[config.mk]
export PLATFORM = sky130hd
export DESIGN_NAME = im_loader_flat
export DESIGN_NICKNAME = d
export VERILOG_FILES = /design/src/rtl/im_loader_if.sv /design/src/rtl/im_loader.sv /design/src/flat_wrapper.sv
export SDC_FILE = /design/constraint.sdc
export NUM_CORES = 1
export LEC_CHECK = 0
export ABC_AREA = 1
export BUFFER_PORTS_ARGS = -buffer_cell sky130_fd_sc_hd__buf_2
export CAP_MARGIN = 20
export CELL_PAD_IN_SITES_DETAIL_PLACEMENT = 1
export CELL_PAD_IN_SITES_GLOBAL_PLACEMENT = 2
export CORE_ASPECT_RATIO = 1.5
export CORE_UTILIZATION = 29
export CTS_CLUSTER_DIAMETER = 200
export CTS_CLUSTER_SIZE = 24
export DETAILED_ROUTE_END_ITERATION = 12
export PLACE_DENSITY = 0.85
export SLEW_MARGIN = 5
export SYNTH_ARGS = -nofsm -noshare
export SYNTH_HDL_FRONTEND = slang
export SYNTH_SLANG_ARGS = --single-unit
[constraint.sdc]
create_clock -name clk -period 2.3 [get_ports clk]
set_input_delay 0 -clock clk [delete_from_list [all_inputs] [get_ports clk]]
set_output_delay 0 -clock clk [all_outputs]
set_load 0.05 [all_outputs]
[src/rtl/im_loader_if.sv]
// im_loader_if: byte-stream input and IM write port of the program loader
interface im_loader_if #(parameter int ADDR_W = 12);
  logic [7:0] byte_in;
  logic byte_valid;
  logic byte_last;
  logic byte_ready;
  logic we;
  logic [ADDR_W-1:0] waddr;
  logic [31:0] wdata;
  modport master (input byte_in, byte_valid, byte_last, output byte_ready, we, waddr, wdata);
  modport slave (output byte_in, byte_valid, byte_last, input byte_ready, we, waddr, wdata);
endinterface

[src/rtl/im_loader.sv]
// im_loader: packs a big-endian byte stream into 32-bit IM write strobes and holds the CPU while loading.
// Define IM_LOADER_CKSUM_EN to add a running sum of the written words on cksum.
module im_loader #(
  parameter int ADDR_W = 12,
  parameter int MAX_WORDS = 1024
) (
  input  logic clk,
  input  logic rst,
  input  logic start,
  im_loader_if.master bus,
  output logic [10:0] word_cnt,
  output logic busy,
  output logic done,
  output logic overflow,
  output logic cpu_hold,
  output logic [31:0] cksum
);
  typedef enum logic [1:0] {IDLE, COLLECT, WRITE, DONE} state_t;
  state_t state, state_n;
  logic [1:0] lane;
  logic [31:0] shreg;
  logic last_f;
  logic [ADDR_W-1:0] waddr;
  logic launch, acc, full;
  assign launch = (state == IDLE || state == DONE) && start;
  assign acc = bus.byte_valid && bus.byte_ready;
  assign full = word_cnt == 11'(MAX_WORDS);
  assign bus.byte_ready = state == COLLECT;
  assign bus.we = state == WRITE;
  assign bus.waddr = waddr;
  assign bus.wdata = shreg;
  assign busy = state == COLLECT || state == WRITE;
  assign done = state == DONE;
  assign cpu_hold = busy;
  always_ff @(posedge clk or posedge rst)
    if (rst) state <= IDLE;
    else state <= state_n;
  always_comb begin
    state_n = state;
    if (launch) state_n = COLLECT;
    else if (state == COLLECT && acc)
      state_n = full ? (bus.byte_last ? DONE : COLLECT) : ((lane == 2'd3 || bus.byte_last) ? WRITE : COLLECT);
    else if (state == WRITE) state_n = last_f ? DONE : COLLECT;
  end
  // Bytes land at lane offset (3-lane)*8, so a short final word is zero-padded low.
  always_ff @(posedge clk or posedge rst)
    if (rst) begin
      word_cnt <= '0;
      waddr <= '0;
      lane <= '0;
      shreg <= '0;
      last_f <= 1'b0;
      overflow <= 1'b0;
    end else if (launch) begin
      word_cnt <= '0;
      waddr <= '0;
      lane <= '0;
      shreg <= '0;
      last_f <= 1'b0;
      overflow <= 1'b0;
    end else if (state == COLLECT && acc) begin
      if (full) overflow <= 1'b1;
      else begin
        shreg <= shreg | ({24'h0, bus.byte_in} << {~lane, 3'b000});
        lane <= lane + 2'd1;
        last_f <= bus.byte_last;
      end
    end else if (state == WRITE) begin
      word_cnt <= full ? word_cnt : word_cnt + 11'd1;
      waddr <= waddr + ADDR_W'(4);
      lane <= '0;
      shreg <= '0;
    end
`ifdef IM_LOADER_CKSUM_EN
  always_ff @(posedge clk or posedge rst)
    if (rst) cksum <= '0;
    else if (launch) cksum <= '0;
    else if (state == WRITE) cksum <= cksum + shreg;
`else
  assign cksum = '0;
`endif
endmodule

[src/flat_wrapper.sv]
// flat-port wrapper written by rule: the top's interface ports become plain ports
module im_loader_flat 
#(
  parameter int ADDR_W = 12,
  parameter int MAX_WORDS = 1024
)
  (clk, rst, start, word_cnt, busy, done, overflow, cpu_hold, cksum, bus_byte_in, bus_byte_valid, bus_byte_last, bus_byte_ready, bus_we, bus_waddr, bus_wdata);
  im_loader_if #(.ADDR_W(ADDR_W)) bus_i ();
  input  logic clk;
  input  logic rst;
  input  logic start;
  output logic [10:0] word_cnt;
  output logic busy;
  output logic done;
  output logic overflow;
  output logic cpu_hold;
  output logic [31:0] cksum;
  input wire logic [$bits(bus_i.byte_in)-1:0] bus_byte_in;
  input wire logic [$bits(bus_i.byte_valid)-1:0] bus_byte_valid;
  input wire logic [$bits(bus_i.byte_last)-1:0] bus_byte_last;
  output wire logic [$bits(bus_i.byte_ready)-1:0] bus_byte_ready;
  output wire logic [$bits(bus_i.we)-1:0] bus_we;
  output wire logic [$bits(bus_i.waddr)-1:0] bus_waddr;
  output wire logic [$bits(bus_i.wdata)-1:0] bus_wdata;
  assign bus_i.byte_in = bus_byte_in;
  assign bus_i.byte_valid = bus_byte_valid;
  assign bus_i.byte_last = bus_byte_last;
  assign bus_byte_ready = bus_i.byte_ready;
  assign bus_we = bus_i.we;
  assign bus_waddr = bus_i.waddr;
  assign bus_wdata = bus_i.wdata;
  im_loader #(.ADDR_W(ADDR_W), .MAX_WORDS(MAX_WORDS)) u_core (.clk(clk), .rst(rst), .start(start), .bus(bus_i), .word_cnt(word_cnt), .busy(busy), .done(done), .overflow(overflow), .cpu_hold(cpu_hold), .cksum(cksum));
endmodule
======== After elaboration in Yosys (flattened, before gate mapping) ========
Cells that the tools add are included.
storage, ports and cells
  flip-flop bits (word level) ............. 61
  bits in latches ......................... 0
  bits in writable memories ............... 0
  bits in read-only memories .............. 0
  input port bits ......................... 13
  output and inout bits ................... 93
  logic and storage cells ................. 65
  memories ................................ 0
operators by class
  add/sub/neg operators ................... 3
  multiply operators ...................... 0
  div/mod/pow operators ................... 0
  magnitude comparators ................... 0
  equal/unequal tests ..................... 8
  shift-type cells ........................ 1
  mux-type cells .......................... 28
  bitwise operators ....................... 2
  reductions and logical operators ........ 16
operators by type and width
  kind                   number
  $mux 32                4
  $mux 11                4
  $mux 12                3
  $or 32x32->32          1
  $shl 8x5->32           1
  $mux 2                 11
  $add 12x3->12 const B  1
  $add 11x1->11 const B  1
  $eq 11x11->1 const B   1
  $reduce_and 2->1       4
  $eq 2x2->1 const B     3
  $mux 1                 6
  $reduce_bool 2->1      3
  $ne 2x1->1 const B     2
  $logic_and 1x1->1      3
  $logic_or 1x1->1       3
  $ne 3x2->1 const B     1
  $reduce_and 3->1       1
  $reduce_bool 3->1      1
  $add 2x1->2 const B    1
  $eq 2x1->1 const B     1
  $logic_not 2->1        1
  $not 2->2              1

======== Depth between registers and ports, before layout ========
  word-level depth ........................ 6
  mapped depth ............................ 12
  mapped depth without buffers ............ 11

======== Least setup slack after synthesis ========
No wires, ideal clock.
  path kind ............................... reg2reg
  start point ............................. reg u_core.state[1]
  end point ............................... reg u_core.shreg[26], in the netlist u_core.bus.wdata[26]
  library setup time ...................... 123 ps
  data arrival time ....................... 1834 ps
  required time ........................... 2177 ps
  slack ................................... 343 ps
  cell stages (with the launch flop) ...... 11
  path buffers ............................ 3
  clock period less this slack ............ 1957 ps
  cell sequence ........................... dfrtp_1 -> inv_1 -> ha_1 -> buf_6 -> nand2_8 -> nor2_4 -> nand2_2 -> nand2_4 -> buf_8 -> buf_12 -> o21ai_1
between the ends
  longest elaborated chain between the ends .. 5
  elaborated cells on any way between the ends .. 13
  those cells by class .................... 4 x eq/ne; 2 x mux; 7 x reduce/logical
RTL lines
  element                                                       RTL line            text
  from (decl)                                                   im_loader.sv:19     state_t state, state_n;
  from (signal assigned)                                        im_loader.sv:37     else state <= state_n;
  $eq 2x1->1 (*)                                                im_loader.sv:28     assign bus.byte_ready = state == COLLECT;
  net bus_byte_ready                                            flat_wrapper.sv:21  output wire logic [$bits(bus_i.byte_ready)-1:0] bus_byte_ready;
  $logic_and 1x1->1                                             im_loader.sv:26     assign acc = bus.byte_valid && bus.byte_ready;
  $logic_and 1x1->1 (*)                                         im_loader.sv:61     end else if (state == COLLECT && acc) begin
  $ne 3x2->1 (no line) (tied with other cells)                  n/a
  $reduce_and 2->1 (no line) / $mux 32 (equally long branches)  n/a
  to (signal assigned)                                          im_loader.sv:64     shreg <= shreg | ({24'h0, bus.byte_in} << {~lane, 3'b000});
  to (decl)                                                     im_loader.sv:21     logic [31:0] shreg;
Mark *: on every way through the listed nets, which the timed path passes. The rest lies on a longest branch.
A chain may end at the register's enable or synchronous reset.

======== Final worst setup path ========
  start point ............................. reg u_core.state[0]
  end point ............................... reg u_core.shreg[1], in the netlist u_core.bus.wdata[1]
between the ends
  longest elaborated chain between the ends .. 5
  elaborated cells on any way between the ends .. 13
  those cells by class .................... 4 x eq/ne; 2 x mux; 7 x reduce/logical
RTL lines
  element                                                       RTL line
  $eq 2x1->1 (tied with other cells)                            im_loader.sv:28, im_loader.sv:61
  $logic_and 1x1->1 / $logic_or 1x1->1 (equally long branches)  im_loader.sv:26, im_loader.sv:25
  $logic_and 1x1->1 (on tied branches)                          im_loader.sv:61, im_loader.sv:25
  $ne 3x2->1 (no line) (tied with other cells)                  n/a
  $reduce_and 2->1 (no line) / $mux 32 (equally long branches)  n/a
Parallel ways exist; a longest one is shown, timed or not.

==> results.toml <==
[run_status]
outcome = "complete, no violations"

[sta]
worst-slew-pin-transition_ps = 764
relSlewSlack_pct = 49.0
fin_setup_tns_ps = 0
holdWs_ps = 84.5
fin_crit_sh_pct = 88.2
grt_setup_unrepaired = "no"
fin_skew_ps = 6.13
period_minus_slack_ps = 2030
fmax_mhz = 493
setup_ws_ps = 272
finalHoldViolations = 0
slew_violations = 0
setup_viol = 0

[worst_setup_path]
arrival_ps = 2270
end_kind = "flip-flop"
critPathKind = "reg -> reg"
crit_slowest_cell = "dfrtp_1"
cpPeakStageDelay_ps = 380
worst_r2r_path_depth = 10
cp_max_fo = 27
worst-path-stages = 10
worst_path_most_repeated_cell = "nand2_4"
startpoint_type = "flip-flop"
path_delay_family = "simple AND/OR/NAND/NOR gates"
required_ps = 2540
cp_cell_sequence = "inv_1 > ha_1 > nand2_4 > inv_2 > nor2_4 > nand2_2 > nand2_4 > buf_12 > nand2_1 > o21ai_0"
crit_buf_inv = 3

[grt]
overflow = 0
grt_first_pass_wirelength_um = 18400
grt_usage_pct = 18.0
grt_max_degree = 29
first_global_vias = 3611
antenna_found_initial = 0

[cts]
clk_latency_ps = 330
cts_made_buffers = 9
cts_tree = "yes"
clkTransAtPathRegs_ps = 50
post_cts_buffers = 0
htree_levels = 3
cts.sinks = 59
cts_buffer_depth = 2
root_buffer = "clkbuf_16"

[final_layout]
fin_nets = 583
antennaDiodeCount = 0
stdcell_count = 722
synthToLayoutAreaGrowth_pct = 17.6
drive_above_1_share_pct = 21.9

[placed_design]
io_buffers = 71
dp.cells = 706
place.gp.congestion = 0.751
pre_cts_slack_ps = 176
hpwl_um = 8240

[power]
powerDensity_nw_per_um2 = 1270
ir_drop_v = 0.000574
p_leak_uw = 0.00217

[yosys]
synth_cell_type_count = 35
synth_area_leaders = "dfrtp_1 (39%), nand2_1 (13%), buf_4 (7.8%), nand3_1 (5.3%), o21ai_0 (4.4%)"
synth_edf_count = 0
synthArstFlopShare_pct = 100
syn_inst = 494
yosysTopAreaCell = "dfrtp_1"
ys_seq_elements = 59
syn-cell-area_sq_um = 3740
syn_area_per_cell_sq_um = 7.58
synth_ff_type = "dfrtp_1"
yosysTopAreaCellShare_pct = 39.5
yosysSeqAreaShare_pct = 39.5
yosys_warnings = 0

[min_path]
hold_path_class = "in -> reg"
hold_depth = 5

[floorplanning]
initial_core_util_pct = 29.9
io_pins = 106
die_x_um = 94.8
dieArea_sq_um = 13400
core_area_sq_um = 12500
die_y_um = 141
num_rows = 50

[detailed_routing]
drt-total-wl_um = 11400
routedWlPerCell_um = 15.8
viasPerCell = 4.93
drtIter0Drc = 96
drc = 0
drt.antenna.violating_nets = 0
first_pass_iters = 4
num_vias = 3562

[job]
cap_violations = 0
registers in the layout, indices dropped and copies added (netlist names):
signal	count
u_core.lane	2
u_core.bus.wdata	32
u_core.bus.waddr	10
u_core.overflow	1
u_core.state	2
u_core.last_f	1
u_core.word_cnt	11
cells by family after synthesis:
family | share of synthesized area [%]
AOI/OAI and AO/OA | 12.0
xor gates and xnor gates | 0.234
adders and majority gates | 2.34
buffers and inverters | 16.1
DFF | 39.5
other | 0.100
and+or+nand+nor | 29.8
report_power, final:
part	total, uW	switching (uW)	internal, uW
sequential	1500	256	1240
clock	1320	469	851
combinational	2760	2110	650
total	5580	2840	2750
cell type report:
cell class | count | area, sq um
clock buffers | 11 | 243
clock inverters | 3 | 40.0
fillers | 1580 | 8110
inverters | 47 | 176
multi-input cells | 361 | 1790
flip-flops and latches | 59 | 1480
well taps | 156 | 195
repair buffers | 85 | 478
cells in the mapped netlist (2+ instances only):
cell,number
nor2_1,16
nor2_2,5
nor2_4,2
o21ai_0,33
nand3b_1,3
a31oi_1,8
o21bai_1,9
nand4_1,20
nand3_2,2
ha_1,7
nor3_1,10
buf_2,10
a21oi_1,18
inv_2,4
nand2_2,12
clkbuf_1,7
o21ai_1,9
nand3_1,40
nand2_1,125
buf_4,39
buf_6,2
inv_1,42
dfrtp_1,59
metal layers:
layer  up-vias  share of wire [%]  routed length, um  global-route usage [%]
met3        14                4.7                537                    3.29
met1      1762                 41               4690                    20.7
met4         0                1.8                211                    7.42
li1       1685                  -                  -                       -
met5         -                  0                  0                       0
met2       101                 52               5990                    32.0
layout by cell type, fill, tap and decap left out, types with 2 or more instances in the layout:
cell,Yosys,routed
dfrtp_1,59,59
nand2_4,1,2
a31oi_1,8,8
inv_1,42,41
clkbuf_16,0,9
inv_2,4,5
nand3_1,40,40
nor2_2,5,5
nand3_2,2,2
nor2_4,2,2
nand2_1,125,125
buf_2,10,71
buf_4,39,11
nand2_2,12,11
o21bai_1,9,9
o21ai_1,9,9
nand3b_1,3,3
ha_1,7,7
nand4_1,20,20
conb_1,1,34
clkinv_2,0,2
dlygate4sd3_1,0,2
o21ai_0,33,33
nor2_1,16,16
a21oi_1,18,18
nor3_1,10,10
worst register-to-register path, stage by stage, from the launching register on:
cell and delay, ps:
dfrtp_1 380, inv_1 70, ha_1 340, nand2_4 200, inv_2 80, nor2_4 170
nand2_2 100, nand2_4 240, buf_12 220, nand2_1 70, o21ai_0 80
path summary, 6_finish.rpt:
path | from | endpoint | slack [ps]
max | u_core.state[0]$_DFFE_PP0P_ | u_core.bus.wdata[1]$_DFFE_PP0P_ | 270
min | bus_byte_in[3] | u_core.bus.wdata[27]$_DFFE_PP0P_ | 80
max reg2reg | u_core.state[0]$_DFFE_PP0P_ | u_core.bus.wdata[1]$_DFFE_PP0P_ | 270
min reg2reg | u_core.last_f$_DFFE_PP0P_ | u_core.last_f$_DFFE_PP0P_ | 490
max in group asynchronous | rst | u_core.state[1]$_DFFE_PP0P_ | 1340
min in group asynchronous | rst | u_core.bus.wdata[13]$_DFFE_PP0P_ | 240
timing repair:
| action | in CTS | in global routing |
|---|---|---|
| endpoints found under the setup margin | 0 | 3 |
| endpoints found under the hold margin | 19 | 0 |
| gates resized for setup | 0 | 1 |
| hold buffers | 2 | 0 |
stage by stage:
| stage | total power [uW] | instance area (sq um) | utilization (%) |
|---|---|---|---|
| 2_1_floorplan | 3710 | 3870 | - |
| 3_3_place_gp | 4200 | 4090 | 32.7 |
| 3_5_place_dp | 4280 | 4090 | 32.7 |
| 4_1_cts | 5630 | 4400 | 35.1 |
| 5_1_grt | 5920 | 4400 | 35.2 |
| 6_report | 5580 | 4400 | 35.2 |
Power figures use the tool's default switching activity.
